### src/rtl/snake_move_ctrl_pkg.sv
// Shared move encodings and helpers for the snake direction controller.
// PS2 scan-code constants are compiled in only when SNAKE_PS2_INPUT_EN is defined.
package snake_move_ctrl_pkg;

  localparam int MOVE_W = 3;
  typedef logic [MOVE_W-1:0] move_t;

  localparam move_t MOVE_UP    = 3'd1;
  localparam move_t MOVE_RIGHT = 3'd2;
  localparam move_t MOVE_DOWN  = 3'd3;
  localparam move_t MOVE_LEFT  = 3'd4;
  localparam move_t MOVE_NONE  = 3'd5;

`ifdef SNAKE_PS2_INPUT_EN
  localparam logic [7:0] PS2_BREAK = 8'hF0;
  localparam logic [7:0] PS2_EXT   = 8'hE0;
  localparam logic [7:0] PS2_W     = 8'h1D;
  localparam logic [7:0] PS2_D     = 8'h23;
  localparam logic [7:0] PS2_S     = 8'h1B;
  localparam logic [7:0] PS2_A     = 8'h1C;
  localparam logic [7:0] PS2_UP    = 8'h75;
  localparam logic [7:0] PS2_RIGHT = 8'h74;
  localparam logic [7:0] PS2_DOWN  = 8'h72;
  localparam logic [7:0] PS2_LEFT  = 8'h6B;
`endif

  // Up/down and right/left codes sit exactly two apart.
  function automatic logic is_opposite(input move_t a, input move_t b);
    move_t d;
    d = (a > b) ? (a - b) : (b - a);
    return (d == 3'd2);
  endfunction

endpackage

### src/rtl/snake_move_ctrl_if.sv
// Player input / move output bundle for snake_move_ctrl.
// The PS2 key inputs exist only when SNAKE_PS2_INPUT_EN is defined.
interface snake_move_ctrl_if #(
  parameter int NUM_PLAYERS = 2
);
  logic [4*NUM_PLAYERS-1:0] btn;
  logic                     tick;
  logic                     clear;
  logic [3*NUM_PLAYERS-1:0] move;
  logic [NUM_PLAYERS-1:0]   move_changed;
  logic [NUM_PLAYERS-1:0]   queue_full;
  logic [NUM_PLAYERS-1:0]   overflow;
`ifdef SNAKE_PS2_INPUT_EN
  logic                     ps2_key_pressed;
  logic [7:0]               ps2_out;

  modport master (
    output btn, tick, clear, ps2_key_pressed, ps2_out,
    input  move, move_changed, queue_full, overflow
  );
  modport slave (
    input  btn, tick, clear, ps2_key_pressed, ps2_out,
    output move, move_changed, queue_full, overflow
  );
`else
  modport master (
    output btn, tick, clear,
    input  move, move_changed, queue_full, overflow
  );
  modport slave (
    input  btn, tick, clear,
    output move, move_changed, queue_full, overflow
  );
`endif
endinterface

### src/rtl/snake_move_ctrl_btn_debounce.sv
// One button: 2-flop synchroniser, debounce counter, stable level and press pulse.
// o_press is high for the single cycle in which the stable level becomes 1.
module snake_move_ctrl_btn_debounce #(
  parameter int DEBOUNCE_CYCLES = 500000
) (
  input  logic i_clock,
  input  logic i_reset,
  input  logic i_btn,
  output logic o_press
);

  localparam int CW = (DEBOUNCE_CYCLES > 1) ? $clog2(DEBOUNCE_CYCLES) : 1;
  localparam logic [CW-1:0] CNT_LAST = CW'(DEBOUNCE_CYCLES - 1);

  logic [1:0]    r_sync;
  logic          r_stable;
  logic [CW-1:0] r_cnt;
  logic          r_press;

  // Counter only runs while the synced level disagrees with the stable level.
  always_ff @(posedge i_clock) begin
    if (i_reset) begin
      r_sync   <= 2'b00;
      r_stable <= 1'b0;
      r_cnt    <= '0;
      r_press  <= 1'b0;
    end else begin
      r_sync  <= {r_sync[0], i_btn};
      r_press <= 1'b0;
      if (r_sync[1] == r_stable) begin
        r_cnt <= '0;
      end else if (r_cnt == CNT_LAST) begin
        r_cnt    <= '0;
        r_stable <= r_sync[1];
        r_press  <= r_sync[1];
      end else begin
        r_cnt <= r_cnt + CW'(1);
      end
    end
  end

  assign o_press = r_press;

endmodule

### src/rtl/snake_move_ctrl.sv
// Per-player direction controller: debounced presses, reversal/repeat filter, turn FIFO, tick-driven move.
// Define SNAKE_PS2_INPUT_EN to add PS2 keyboard events as a lower-priority source.
module snake_move_ctrl
  import snake_move_ctrl_pkg::*;
#(
  parameter int NUM_PLAYERS     = 2,
  parameter int DEBOUNCE_CYCLES = 500000,
  parameter int QUEUE_DEPTH     = 2
) (
  input  logic               i_clock,
  input  logic               i_reset,
  snake_move_ctrl_if.slave   bus
);

  localparam int PW   = (QUEUE_DEPTH > 1) ? $clog2(QUEUE_DEPTH) : 1;
  localparam int CNTW = $clog2(QUEUE_DEPTH + 1);
  localparam logic [PW-1:0]   PTR_LAST = PW'(QUEUE_DEPTH - 1);
  localparam logic [CNTW-1:0] CNT_FULL = CNTW'(QUEUE_DEPTH);

  logic [4*NUM_PLAYERS-1:0] w_press;

  for (genvar b = 0; b < 4*NUM_PLAYERS; b++) begin : g_btn
    snake_move_ctrl_btn_debounce #(
      .DEBOUNCE_CYCLES(DEBOUNCE_CYCLES)
    ) u_debounce (
      .i_clock(i_clock),
      .i_reset(i_reset),
      .i_btn  (bus.btn[b]),
      .o_press(w_press[b])
    );
  end

`ifdef SNAKE_PS2_INPUT_EN
  logic       r_ps2_break;
  logic [7:0] w_key_all;

  // The byte after a break code is a key release and must not count as a press.
  always_ff @(posedge i_clock) begin
    if (i_reset) begin
      r_ps2_break <= 1'b0;
    end else if (bus.ps2_key_pressed) begin
      if (bus.ps2_out == PS2_BREAK) begin
        r_ps2_break <= 1'b1;
      end else if (bus.ps2_out != PS2_EXT) begin
        r_ps2_break <= 1'b0;
      end else begin
        r_ps2_break <= r_ps2_break;
      end
    end else begin
      r_ps2_break <= r_ps2_break;
    end
  end

  always_comb begin
    w_key_all = 8'h00;
    if (bus.ps2_key_pressed && !r_ps2_break) begin
      case (bus.ps2_out)
        PS2_W:     w_key_all[3] = 1'b1;
        PS2_D:     w_key_all[2] = 1'b1;
        PS2_S:     w_key_all[1] = 1'b1;
        PS2_A:     w_key_all[0] = 1'b1;
        PS2_UP:    w_key_all[7] = 1'b1;
        PS2_RIGHT: w_key_all[6] = 1'b1;
        PS2_DOWN:  w_key_all[5] = 1'b1;
        PS2_LEFT:  w_key_all[4] = 1'b1;
        default:   w_key_all    = 8'h00;
      endcase
    end else begin
      w_key_all = 8'h00;
    end
  end
`endif

  for (genvar p = 0; p < NUM_PLAYERS; p++) begin : g_player
    logic [3:0]      w_btn_ev;
    logic [3:0]      w_ev;
    move_t           w_cand;
    logic            w_cand_vld;
    move_t           w_ref;
    logic [PW-1:0]   w_last;
    logic            w_full;
    logic            w_accept;
    logic            w_pop;
    logic            w_push;

    move_t           r_q [QUEUE_DEPTH];
    logic [PW-1:0]   r_head;
    logic [PW-1:0]   r_tail;
    logic [CNTW-1:0] r_count;
    move_t           r_move;
    logic            r_changed;
    logic            r_overflow;

    assign w_btn_ev = w_press[4*p +: 4];

`ifdef SNAKE_PS2_INPUT_EN
    logic [3:0] w_key;
    if (p < 2) begin : g_key
      assign w_key = w_key_all[4*p +: 4];
    end else begin : g_nokey
      assign w_key = 4'b0000;
    end
    assign w_ev = (|w_btn_ev) ? w_btn_ev : w_key;
`else
    assign w_ev = w_btn_ev;
`endif

    // Bit order {up,right,down,left}; the highest set bit wins.
    always_comb begin
      w_cand     = MOVE_NONE;
      w_cand_vld = 1'b1;
      if (w_ev[3]) begin
        w_cand = MOVE_UP;
      end else if (w_ev[2]) begin
        w_cand = MOVE_RIGHT;
      end else if (w_ev[1]) begin
        w_cand = MOVE_DOWN;
      end else if (w_ev[0]) begin
        w_cand = MOVE_LEFT;
      end else begin
        w_cand_vld = 1'b0;
      end
    end

    assign w_last   = (r_tail == '0) ? PTR_LAST : (r_tail - PW'(1));
    assign w_ref    = (r_count != '0) ? r_q[w_last] : r_move;
    assign w_full   = (r_count == CNT_FULL);
    assign w_accept = w_cand_vld &&
                      ((w_ref == MOVE_NONE) || ((w_cand != w_ref) && !is_opposite(w_cand, w_ref)));
    assign w_pop    = bus.tick && (r_count != '0);
    assign w_push   = w_accept && (!w_full || w_pop);

    // Clear shares the reset action and therefore beats tick and new events.
    always_ff @(posedge i_clock) begin
      if (i_reset || bus.clear) begin
        for (int i = 0; i < QUEUE_DEPTH; i++) begin
          r_q[i] <= MOVE_NONE;
        end
        r_head     <= '0;
        r_tail     <= '0;
        r_count    <= '0;
        r_move     <= MOVE_NONE;
        r_changed  <= 1'b0;
        r_overflow <= 1'b0;
      end else begin
        r_changed  <= w_pop;
        r_overflow <= w_accept && w_full && !w_pop;
        if (w_pop) begin
          r_move <= r_q[r_head];
          r_head <= (r_head == PTR_LAST) ? '0 : (r_head + PW'(1));
        end
        if (w_push) begin
          r_q[r_tail] <= w_cand;
          r_tail      <= (r_tail == PTR_LAST) ? '0 : (r_tail + PW'(1));
        end
        case ({w_push, w_pop})
          2'b10:   r_count <= r_count + CNTW'(1);
          2'b01:   r_count <= r_count - CNTW'(1);
          default: r_count <= r_count;
        endcase
      end
    end

    assign bus.move[3*p +: 3]  = r_move;
    assign bus.move_changed[p] = r_changed;
    assign bus.overflow[p]     = r_overflow;
    assign bus.queue_full[p]   = w_full;
  end

endmodule

### src/flat_wrapper.sv
// flat-port wrapper written by rule: the top's interface ports become plain ports
module snake_move_ctrl_flat import snake_move_ctrl_pkg::*;
#(
  parameter int NUM_PLAYERS     = 2,
  parameter int DEBOUNCE_CYCLES = 500000,
  parameter int QUEUE_DEPTH     = 2
)
  (i_clock, i_reset, bus_btn, bus_tick, bus_clear, bus_move, bus_move_changed, bus_queue_full, bus_overflow);
  snake_move_ctrl_if #(.NUM_PLAYERS(NUM_PLAYERS)) bus_i ();
  input  logic i_clock;
  input  logic i_reset;
  input wire logic [$bits(bus_i.btn)-1:0] bus_btn;
  input wire logic [$bits(bus_i.tick)-1:0] bus_tick;
  input wire logic [$bits(bus_i.clear)-1:0] bus_clear;
  output wire logic [$bits(bus_i.move)-1:0] bus_move;
  output wire logic [$bits(bus_i.move_changed)-1:0] bus_move_changed;
  output wire logic [$bits(bus_i.queue_full)-1:0] bus_queue_full;
  output wire logic [$bits(bus_i.overflow)-1:0] bus_overflow;
  assign bus_i.btn = bus_btn;
  assign bus_i.tick = bus_tick;
  assign bus_i.clear = bus_clear;
  assign bus_move = bus_i.move;
  assign bus_move_changed = bus_i.move_changed;
  assign bus_queue_full = bus_i.queue_full;
  assign bus_overflow = bus_i.overflow;
  snake_move_ctrl #(.NUM_PLAYERS(NUM_PLAYERS), .DEBOUNCE_CYCLES(DEBOUNCE_CYCLES), .QUEUE_DEPTH(QUEUE_DEPTH)) u_core (.i_clock(i_clock), .i_reset(i_reset), .bus(bus_i));
endmodule
### config.mk
export PLATFORM = sky130hd
export DESIGN_NAME = snake_move_ctrl_flat
export DESIGN_NICKNAME = d
export VERILOG_FILES = /design/src/rtl/snake_move_ctrl_pkg.sv /design/src/rtl/snake_move_ctrl_if.sv /design/src/rtl/snake_move_ctrl_btn_debounce.sv /design/src/rtl/snake_move_ctrl.sv /design/src/flat_wrapper.sv
export SDC_FILE = /design/constraint.sdc
export NUM_CORES = 1
export LEC_CHECK = 0
export ABC_CLOCK_PERIOD_IN_PS = 5200
export CAP_MARGIN = 20
export CELL_PAD_IN_SITES_DETAIL_PLACEMENT = 0
export CELL_PAD_IN_SITES_GLOBAL_PLACEMENT = 1
export CORE_MARGIN = 8
export CORE_UTILIZATION = 52
export CTS_CLUSTER_SIZE = 14
export DETAILED_ROUTE_END_ITERATION = 8
export GPL_TIMING_DRIVEN = 1
export HOLD_SLACK_MARGIN = 0.08
export PLACE_DENSITY = 0.86
export SYNTH_ARGS = -nofsm -noshare
export SYNTH_HDL_FRONTEND = slang
export SYNTH_SLANG_ARGS = --single-unit
### constraint.sdc
create_clock -name i_clock -period 5.2 [get_ports i_clock]
set_input_delay 0.52 -clock i_clock [delete_from_list [all_inputs] [get_ports i_clock]]
set_output_delay 0.52 -clock i_clock [all_outputs]
set_load 0.005 [all_outputs]
# == Word-level counts from Yosys, hierarchy flattened ==
# Memories as Yosys holds them, arrays and structs flattened. A register that Yosys moved wholly into a read port is not among the register bits.
# Index checks and enable logic that the tools add are counted.
# op_classes
bitwise_logic,16
add_sub_neg,22
n_reduce_logical,53
n_eq_ne,28
muxes,42
magnitude_cmp,2
# ops
cell,n
19-bit by 1-bit adder with 19-bit output (second input constant),8
19-bit == test (second input constant),8
3-bit OR reduction,18
3-bit 2-to-1 mux,12
1-bit 2-to-1 mux,28
1-bit NOT,16
2-bit AND reduction,8
1-bit logical AND,12
3-bit subtractor,4
1-bit == test,8
2-bit == test (second input constant),4
2-bit case mux with 2 select lines,2
2-bit nonzero test,4
3-bit by 2-bit == test with 1-bit output (second input constant),2
3-bit == test (second input constant),2
3-bit > comparator,2
1-bit zero test,6
3-bit != test,2
1-bit logical OR,5
1-bit adder (second input constant),4
2-bit by 1-bit adder with 2-bit output (second input constant),2
2-bit by 1-bit == test with 1-bit output (second input constant),2
2-bit by 1-bit subtractor with 2-bit output (second input constant),2
1-bit subtractor (second input constant),2
# totals
regBits,196
inputBits,12
wordCells,207
mem_bits_rw,12
out_inout_bits,12
memories,2
# mem_list
name,words,width,read_ports,rd_clocked_by_memory_dff,write_ports,line_no,rtl
u_core.g_player[0].r_q,2,3,2,1,2,snake_move_ctrl.sv:86,move_t r_q [QUEUE_DEPTH];
u_core.g_player[1].r_q,2,3,2,1,2,snake_move_ctrl.sv:86,

# == Longest topological paths before layout ==
# Gate-level depths: netlist (run 1).
# depth
ltp_word,17
ltp_mapped,14
depth_no_buf,13

# == Modules after synthesis ==
# From an unflattened synthesis (run 1), not the netlist that was laid out.
# unflattened
hier_cells,1115
hier_area_um2,10123.5
# modules_own_cells
module,seq_area_each_um2,cells_per_inst,area_each_um2,instances
snake_move_ctrl_btn_debounce (u_core.g_btn[0].u_debounce ...),460.4,115,1029.7,7
snake_move_ctrl,720.7,196,1776.7,1
snake_move_ctrl_btn_debounce (u_core.g_btn[7].u_debounce),460.4,114,1138.6,1

# == Worst setup path after synthesis (run 1) ==
# Ideal clock, no wire load.
# synth_path
path_kind,register to register
startpoint,register u_core.g_player[0].r_count[1]
endpoint,"memory u_core.g_player[0].r_q[0][0] in the netlist's numbering, enable pin"
path_buffers,1
path_stages_with_launch,10
required_ps,4856
setup_ps,344
setup_slack_ps,2216
synth_period_minus_slack_ps,2984
arrival_ps,2640
path_cell_list,dfxtp_1 > or2_1 > buf_4 > a21oi_1 > inv_1 > ha_1 > or4_1 > a31oi_2 > o21ai_2 > o21ai_0
# synth_lines
item,line_no,rtl
"start, declared",snake_move_ctrl.sv:89,logic [CNTW-1:0] r_count;
"start signal, assigned",snake_move_ctrl.sv:157,2'b10: r_count <= r_count + CNTW'(1);
"start signal, assigned",snake_move_ctrl.sv:158,2'b01: r_count <= r_count - CNTW'(1);
"start signal, assigned",snake_move_ctrl.sv:159,default: r_count <= r_count;
"end, declared",snake_move_ctrl.sv:86,

# == Worst setup path after layout (run 1) ==
# layout_path
startpoint,register u_core.g_player[1].r_tail
endpoint,register u_core.g_player[1].r_count[1]
# layout_between
elab_chain_cells,14
word_cells_on_any_way,20
classes_between,add/sub (3); order compare (1); eq/ne (5); mux (4); reduce/logical (6); memory (1)
# layout_lines
item,line_no,rtl
"start, declared",snake_move_ctrl.sv:88,logic [PW-1:0] r_tail;
"start signal, assigned",snake_move_ctrl.sv:154,r_tail <= (r_tail == PTR_LAST) ? '0 : (r_tail + PW'(1));
1-bit subtractor,snake_move_ctrl.sv:125,assign w_last = (r_tail == '0) ? PTR_LAST : (r_tail - PW'(1));
1-bit 2-to-1 mux (*),snake_move_ctrl.sv:125,
memory 2 x 3 bit (*),--,
3-bit 2-to-1 mux (*),snake_move_ctrl.sv:126,assign w_ref = (r_count != '0) ? r_q[w_last] : r_move;
3-bit subtractor or 3-bit > comparator (tied branches),snake_move_ctrl_pkg.sv:30,d = (a > b) ? (a - b) : (b - a);
3-bit 2-to-1 mux,snake_move_ctrl_pkg.sv:30,
3-bit by 2-bit == test with 1-bit output,snake_move_ctrl_pkg.sv:31,return (d == 3'd2);
1-bit zero test,snake_move_ctrl.sv:129,"((w_ref == MOVE_NONE) || ((w_cand != w_ref) && !is_opposite(w_cand, w_ref)));"
1-bit logical AND,snake_move_ctrl.sv:129,
1-bit logical OR (*),snake_move_ctrl.sv:129,
1-bit logical AND (*),snake_move_ctrl.sv:128,assign w_accept = w_cand_vld &&
1-bit logical AND (*),snake_move_ctrl.sv:131,assign w_push = w_accept && (!w_full || w_pop);
2-bit by 1-bit == test with 1-bit output or 2-bit == test (tied branches),snake_move_ctrl.sv:156,"case ({w_push, w_pop})"
2-bit case mux with 2 select lines or 2-bit nonzero test (tied branches),--,
"end signal, assigned",snake_move_ctrl.sv:157,
"end signal, assigned",snake_move_ctrl.sv:158,
"end signal, assigned",snake_move_ctrl.sv:159,
"end, declared",snake_move_ctrl.sv:89,
# Every way passes the cells marked *; elsewhere a longest branch is shown, timed or not.
# A chain may end at the register's enable or synchronous reset.

==> results of run 1 <==
routing by layer:
layer | vias to the layer above | share of wire
met5 | - | 0
met4 | 0 | 0.014
met3 | 18 | 0.039
met2 | 62 | 0.44
met1 | 3057 | 0.51
li1 | 3529 | -
sequential cells by signal (all words and copies together), names as in the netlist, 4 cells and up:
| signal | cells |
|---|---|
| u_core.g_btn.u_debounce.r_sync | 16 |
| u_core.g_player.r_q | 12 |
| u_core.g_player.r_move | 6 |
| u_core.g_btn.u_debounce.r_stable | 8 |
| u_core.g_btn.u_debounce.r_cnt | 152 |
| u_core.g_btn.u_debounce.o_press | 8 |
| u_core.g_player.r_count | 4 |
cell usage in the layout (no fill, tap or decap), types with 3 or more instances in the layout:
| cell | count |
|---|---|
| nor2_1 | 213 |
| dfxtp_1 | 202 |
| xor2_1 | 75 |
| xnor2_1 | 69 |
| nand3_1 | 60 |
| nand2_1 | 50 |
| nand4_1 | 39 |
| inv_1 | 38 |
| and3_1 | 29 |
| clkbuf_16 | 25 |
| nor2b_1 | 24 |
| clkdlybuf4s50_1 | 22 |
| nor3_1 | 20 |
| mux2i_1 | 18 |
| nor4_1 | 18 |
| ha_1 | 17 |
| and4_1 | 14 |
| edfxtp_1 | 12 |
| a21oi_1 | 11 |
| o21ai_0 | 10 |
| or3_1 | 9 |
| nand2b_1 | 9 |
| nor4b_1 | 9 |
| and2_1 | 7 |
| clkinv_2 | 6 |
| clkbuf_8 | 6 |
| or4_1 | 4 |
| or2_2 | 4 |
| o211ai_1 | 4 |
| clkbuf_1 | 4 |
| nor4bb_1 | 3 |
area by class of cell:
class	instances	area (sq um)	area share
multi-input combinational	748	4630	0.443
inverter	38	143	0.0136
sequential	214	4400	0.421
clock inverter	8	48.8	0.00466
timing repair buffer	23	225	0.0215
clock buffer	35	723	0.0691
tap	229	287	0.0274
power groups by stage:
stage | clock network [mW] | logic (mW) | registers (mW)
floorplan | 0 | 0.0317 | 1.71
global placement | 0 | 0.0454 | 1.71
detailed placement | 0 | 0.0455 | 1.71
CTS | 1.66 | 0.0458 | 1.67
global route | 1.73 | 0.0504 | 1.67
finish | 1.61 | 0.0449 | 1.67
stage by stage:
stage | area [sq um] | worst slack (ns) | power [mW] | instances | util
detailed placement | 9690 | 1.88 | 1.76 | 1252 | 0.543
finish | 10500 | 1.83 | 3.33 | 1295 | 0.587
floorplan | 9380 | 2.22 | 1.74 | 1036 | -
global route | 10500 | 1.57 | 3.45 | 1295 | 0.587
global placement | 9690 | 1.96 | 1.76 | 1252 | 0.543
CTS | 10500 | 1.85 | 3.38 | 1295 | 0.587
how the worst max path moves through the flow:
stage | start | endpoint | slack [ns] | cells past startpoint
finish | u_core.g_player[1].r_tail | u_core.g_player[1].r_count[1] | 1.83 | 12
global route | u_core.g_player[1].r_tail | u_core.g_player[1].r_count[1] | 1.57 | 12
CTS | u_core.g_player[1].r_tail | u_core.g_player[1].r_count[1] | 1.85 | 12
detailed placement | u_core.g_player[1].r_tail | u_core.g_player[1].r_count[1] | 1.88 | 12
global placement | u_core.g_player[1].r_tail | u_core.g_player[1].r_count[1] | 1.96 | 12
floorplan | u_core.g_player[0].r_count[1] | u_core.g_player[0].r_q[0][0] | 2.22 | 9
cells by family after synthesis:
group                      count (synthesis)  share of synthesized area
and+or+nand+nor                          522                      0.280
DFF                                      214                      0.470
xor gates and xnor gates                 144                      0.135
buffers and inverters                     74                     0.0360
AOI/OAI and AO/OA                         41                     0.0290
muxes                                     24                     0.0278
adders and majority gates                 17                     0.0227
==> reports/metrics.cfg, run 1 <==
[hold_path]
worst_hold_path.num_cells=1
min_to=u_core.g_btn[5].u_debounce.r_sync[1]
min_path_type=reg2reg
worstHoldStart=u_core.g_btn[5].u_debounce.r_sync[0]

[final_layout]
area_growth_pct=11.6
drive_gt1_frac=0.0535
diodes=0
final_nets=1078
fillers=1594

[timing]
holdWs_ns=0.437
hold_violations=0
fin_crit_sh=0.649
final-setup-viol-count=0
worstMarginPinSlew_ns=0.862
fin_worst_skew_ns=0.0114
fin_crit_ns=3.37
maxSlewHeadroom=0.423
fmaxAchievable_ghz=0.296
setup_tns_ns=0
rsz0062_at_grt=false
drv_slew=0

[flow_run]
maxCapViolCount=0

[clock_network]
htree_levels=1
cts.repair_timing.setup_buffer_count=0
worstSkewPairLatency_ns=0.50
numCtsBuffers=24
clock-sinks=214
cts.clk_slew.worst_paths_ns=0.06
cts_resized=0
cts_root_buf=clkbuf_16
cts.hold.buffers_added=0
cts_tree=built
clockBufferDepth=3

[synthesis]
synth_seq_cells=214
yosysTopAreaCell=dfxtp_1
syn_area_sq_mm=0.00938
synth_flop_cell=dfxtp_1
synth_edf_count=12
synth_area_leaders=dfxtp_1, nor2_1, xor2_1
async_flop_share=0
seq_area_frac_synth=0.470
syn_inst=1036
syn_avg_cell_area_sq_um=9.05
syn_nets=1065
post_synth_num_cell_types=55
synth.most_common_cell=nor2_1
synth_warnings=0
yosysTopAreaCellShare=0.431
netlist_top_cells_count=nor2_1, dfxtp_1, xor2_1, xnor2_1, nand3_1

[place]
port_buffers=23
gp_congestion=0.785
dp_hpwl_mm=10.6

[floorplanning]
fp-row-count=49
start_util=0.525
die_w_um=150
core_area_sq_mm=0.0178
die-area_sq_mm=0.0226
die_h_um=150
ios=24

[setup_path]
ff2ff_path_depth=12
crit_chain=mux2_4 -> mux2i_2 -> inv_1 -> ha_1 -> nor2b_1 -> o31a_1 -> a311oi_1 -> nor2_1 -> inv_1 -> ha_1 -> or3_1 -> a21oi_1
cpPeakStageDelay_ns=0.50
reg2reg_from=u_core.g_player[1].r_tail
cp_num_buf_inv=2
cp_max_fo=8
r2r-end=u_core.g_player[1].r_count[1]
cp.arrival_ns=3.81
reg2reg_slack_ns=1.83
slowest_stage=dfxtp_1
critical_path_class=reg2reg
critPathTopFamily=compound AO/OA/AOI/OAI gates
cp.required_ns=5.63
crit_path_end_kind=register
start_kind=register

[pwr]
switchingPower_uw=677
pwr-share-comb=0.013
switching_share=0.204
seqPwrFrac=0.503
p_clk_frac=0.483
p_leak_nw=3.53
power_density_mw_per_mm2=318
intPower_mw=2.65
ir_drop_uv=287

[route]
drtPass1Iterations=4
ant_nets=0
via_per_inst=5.15
drt_iter0_drc=254
routedWlPerCell_um=12.2
wirelength_mm=15.8
drc=0
vias=6666

[global_routing]
grt_use_total=0.144
grt_overflow=0
antenna_found_initial=0
use_met3=0.0271
grt_use_met1=0.196
grt_max_degree=43
use_met2=0.229
grt_pass1_wl_mm=28.2
grt-busiest-layer=met2
grt_pass1_vias=6255

[outcome]
status=completed

(Power assumes the default switching activity.)
==> run 2, diff against run 1 <==
ABC_CLOCK_PERIOD_IN_PS = 2700   (was 5200)
CORE_UTILIZATION = 43   (was 52)
PLACE_DENSITY = 0.76   (was 0.86)
clock period = 2.7 ns   (was 5.2 ns; I/O delays follow)
==> run 2 against run 1 <==
Against the previous run:
- final cell count grew 5.9%
- die area grew 19%
- clock skew grew 0.0019 ns
- flip-flop and latch count is the same
- critical path type unchanged
- power grew 100%
- worst setup slack lost 1.8 ns
- critical path depth grew 1
==> reports/metrics.cfg, run 2 (synthesis gave the netlist of run 1 again) <==
[flow_run]
maxCapViolCount=0  ; unchanged

[setup_path]
cp_max_fo=3  ; was 8
slowest_stage=edfxtp_1  ; was dfxtp_1
critical_path_class=reg2reg  ; unchanged
cp.required_ns=3.13  ; was 5.63 ns
ff2ff_path_depth=13  ; was 12
reg2reg_from=u_core.g_player[1].r_q[1][1]  ; was u_core.g_player[1].r_tail
cp_num_buf_inv=2  ; unchanged
start_kind=register  ; unchanged
reg2reg_slack_ns=0.02  ; was 1.83 ns
crit_chain=mux2_4 -> mux2i_4 -> inv_1 -> ha_2 -> nor2b_4 -> o41ai_2 -> a311oi_2 -> nor2_2 -> inv_2 -> ha_4 -> xnor2_2 -> or3_1 -> a21oi_1  ; was mux2_4 -> mux2i_2 -> inv_1 -> ha_1 -> nor2b_1 -> o31a_1 -> a311oi_1 -> nor2_1 -> inv_1 -> ha_1 -> or3_1 -> a21oi_1
r2r-end=u_core.g_player[1].r_count[1]  ; unchanged
cp.arrival_ns=3.12  ; was 3.81 ns
crit_path_end_kind=register  ; unchanged
cpPeakStageDelay_ns=0.38  ; was 0.50 ns
critPathTopFamily=simple AND/OR/NAND/NOR gates  ; was compound AO/OA/AOI/OAI gates

[final_layout]
top_register=u_core.g_btn.u_debounce.r_cnt  ; unchanged
drive_gt1_frac=0.0925  ; was 0.0535
finalNonFillerCells=1372  ; was 1,295
area_growth_pct=16.5  ; was 11.6%
final_nets=1103  ; was 1,078
mostFrequentLayoutCell=nor2_1  ; unchanged
final_util=0.505  ; was 0.587
diodes=0  ; unchanged
reg.largest.list=u_core.g_btn.u_debounce.r_cnt: 152 flops, u_core.g_btn.u_debounce.r_sync: 16 flops, u_core.g_player.r_q: 12 flops  ; unchanged
layout_common_cells=nor2_1, dfxtp_1, xor2_1  ; unchanged
postLayoutCellArea_sq_mm=0.0109  ; was 0.0105 sq mm
largest_register_ff_count=152  ; unchanged

[global_routing]
antenna_found_initial=0  ; unchanged
grt_use_total=0.130  ; was 0.144
grt_pass1_wl_mm=30.0  ; was 28.2 mm
grt_overflow=0  ; unchanged
grt_pass1_vias=6551  ; was 6,255
grt_max_degree=23  ; was 43

[place]
pre_cts_ws_ns=-0.0466  ; was 1.88 ns
placedCellCount=1325  ; was 1,252
gp_congestion=0.771  ; was 0.785
dp_hpwl_mm=11.4  ; was 10.6 mm
port_buffers=23  ; unchanged
placed_area_sq_mm=0.00997  ; was 0.00969 sq mm

[pwr]
switching_share=0.197  ; was 0.204
power_mw=6.81  ; was 3.33 mW
switchingPower_mw=1.34  ; was 677 uW
p_leak_nw=3.72  ; was 3.53 nW
intPower_mw=5.47  ; was 2.65 mW
pwr-share-comb=0.015  ; was 0.013
power_density_mw_per_mm2=623  ; was 318 mW/mm^2
seqPwrFrac=0.474  ; was 0.503
ir_drop_uv=366  ; was 287 uV
p_clk_frac=0.512  ; was 0.483

[timing]
fin_crit_ns=2.68  ; was 3.37 ns
hold_violations=0  ; unchanged
fin_worst_skew_ns=0.0133  ; was 0.0114 ns
drv_slew=0  ; unchanged
rsz0062_at_grt=true  ; was false
worst_slack_ns=0.0166  ; was 1.83 ns
worstMarginPinSlew_ns=0.667  ; was 0.862 ns
final-setup-viol-count=0  ; unchanged
fin_crit_sh=0.994  ; was 0.649
maxSlewHeadroom=0.556  ; was 0.423
holdWs_ns=0.114  ; was 0.437 ns
setup_tns_ns=0  ; unchanged
fmaxAchievable_ghz=0.373  ; was 0.296 GHz

[floorplanning]
core_area_sq_mm=0.0216  ; was 0.0178 sq mm
die-area_sq_mm=0.0268  ; was 0.0226 sq mm
die_h_um=164  ; was 150 um
start_util=0.434  ; was 0.525
ios=24  ; unchanged
die_w_um=164  ; was 150 um
fp-row-count=54  ; was 49

[hold_path]
worst_hold_path.num_cells=2  ; was 1
min_path_type=in2reg  ; was reg2reg
worstHoldStart=i_reset  ; was u_core.g_btn[5].u_debounce.r_sync[0]
min_to=u_core.g_btn[4].u_debounce.r_sync[0]  ; was u_core.g_btn[5].u_debounce.r_sync[1]

[clock_network]
cts_root_buf=clkbuf_16  ; unchanged
numCtsBuffers=25  ; was 24
htree_levels=1  ; unchanged
clock-sinks=214  ; unchanged
cts.clk_slew.worst_paths_ns=0.06  ; about the same
cts_tree=built  ; unchanged
clockBufferDepth=3  ; unchanged
worstSkewPairLatency_ns=0.51  ; was 0.50 ns

[route]
drt_iter0_drc=231  ; was 254
routedWlPerCell_um=12.4  ; was 12.2 um
wirelength_mm=17.0  ; was 15.8 mm
drtPass1Iterations=4  ; unchanged
ant_nets=0  ; unchanged
vias=6806  ; was 6,666
drc=0  ; unchanged
via_per_inst=4.96  ; was 5.15

[outcome]
status=completed  ; unchanged

-- run 2: final cells by class --
type	count	area, sq um
Clock buffer	38	797
Sequential cell	214	4410
Tap cell	280	350
Multi-Input combinational cell	748	4740
Fill cell	2066	10700
Clock inverter	7	85.1
Inverter	38	143
Timing Repair Buffer	47	405
-- run 2: what timing repair did --
| item | in CTS | in global routing |
|---|---|---|
| endpoints found under the setup margin | 7 | 9 |
| setup buffers | 0 | 2 |
| pin swaps | 0 | 4 |
| resized for setup | 2 | 11 |
| hold buffers | 0 | 0 |
-- run 2: routing by layer --
metal	vias to the layer above	global-route usage	wire length, um
met3	35	0.0234	533
met4	0	0.0492	541
met1	3121	0.171	8580
met5	-	0	0
met2	65	0.210	7340
li1	3585	-	-
-- run 2: worst register-to-register path, cell delays in order (launching register included) --
cell and delay [ns]:
edfxtp_1 0.38, mux2_4 0.30, mux2i_4 0.19, inv_1 0.07, ha_2 0.18, nor2b_4 0.13, o41ai_2 0.35, a311oi_2 0.10
nor2_2 0.14, inv_2 0.06, ha_4 0.16, xnor2_2 0.12, or3_1 0.31, a21oi_1 0.12
-- run 2: power by group through the flow --
stage	clock (mW)	sequential, mW	combinational, mW
after floorplan	0	3.29	0.0618
after global placement	0	3.29	0.0996
after detailed placement	0	3.29	0.0998
after CTS	3.59	3.22	0.101
after global routing	3.73	3.23	0.112
final	3.49	3.22	0.0989
-- run 2: worst max path at each step --
stage / from / to / slack (ns) / cells after the start
floorplan: u_core.g_player[0].r_count[1] / u_core.g_player[0].r_q[0][0] / -0.05 / 9
global placement: u_core.g_player[0].r_tail / u_core.g_player[0].r_q[0][2] / 0.03 / 8
detailed placement: u_core.g_player[0].r_tail / u_core.g_player[0].r_q[0][2] / -0.05 / 8
CTS: u_core.g_player[1].r_q[1][1] / u_core.g_player[1].r_count[1] / -0.002 / 12
global route: u_core.g_player[1].r_tail / u_core.g_player[1].r_count[1] / -0.15 / 13
finish: u_core.g_player[1].r_q[1][1] / u_core.g_player[1].r_count[1] / 0.02 / 13
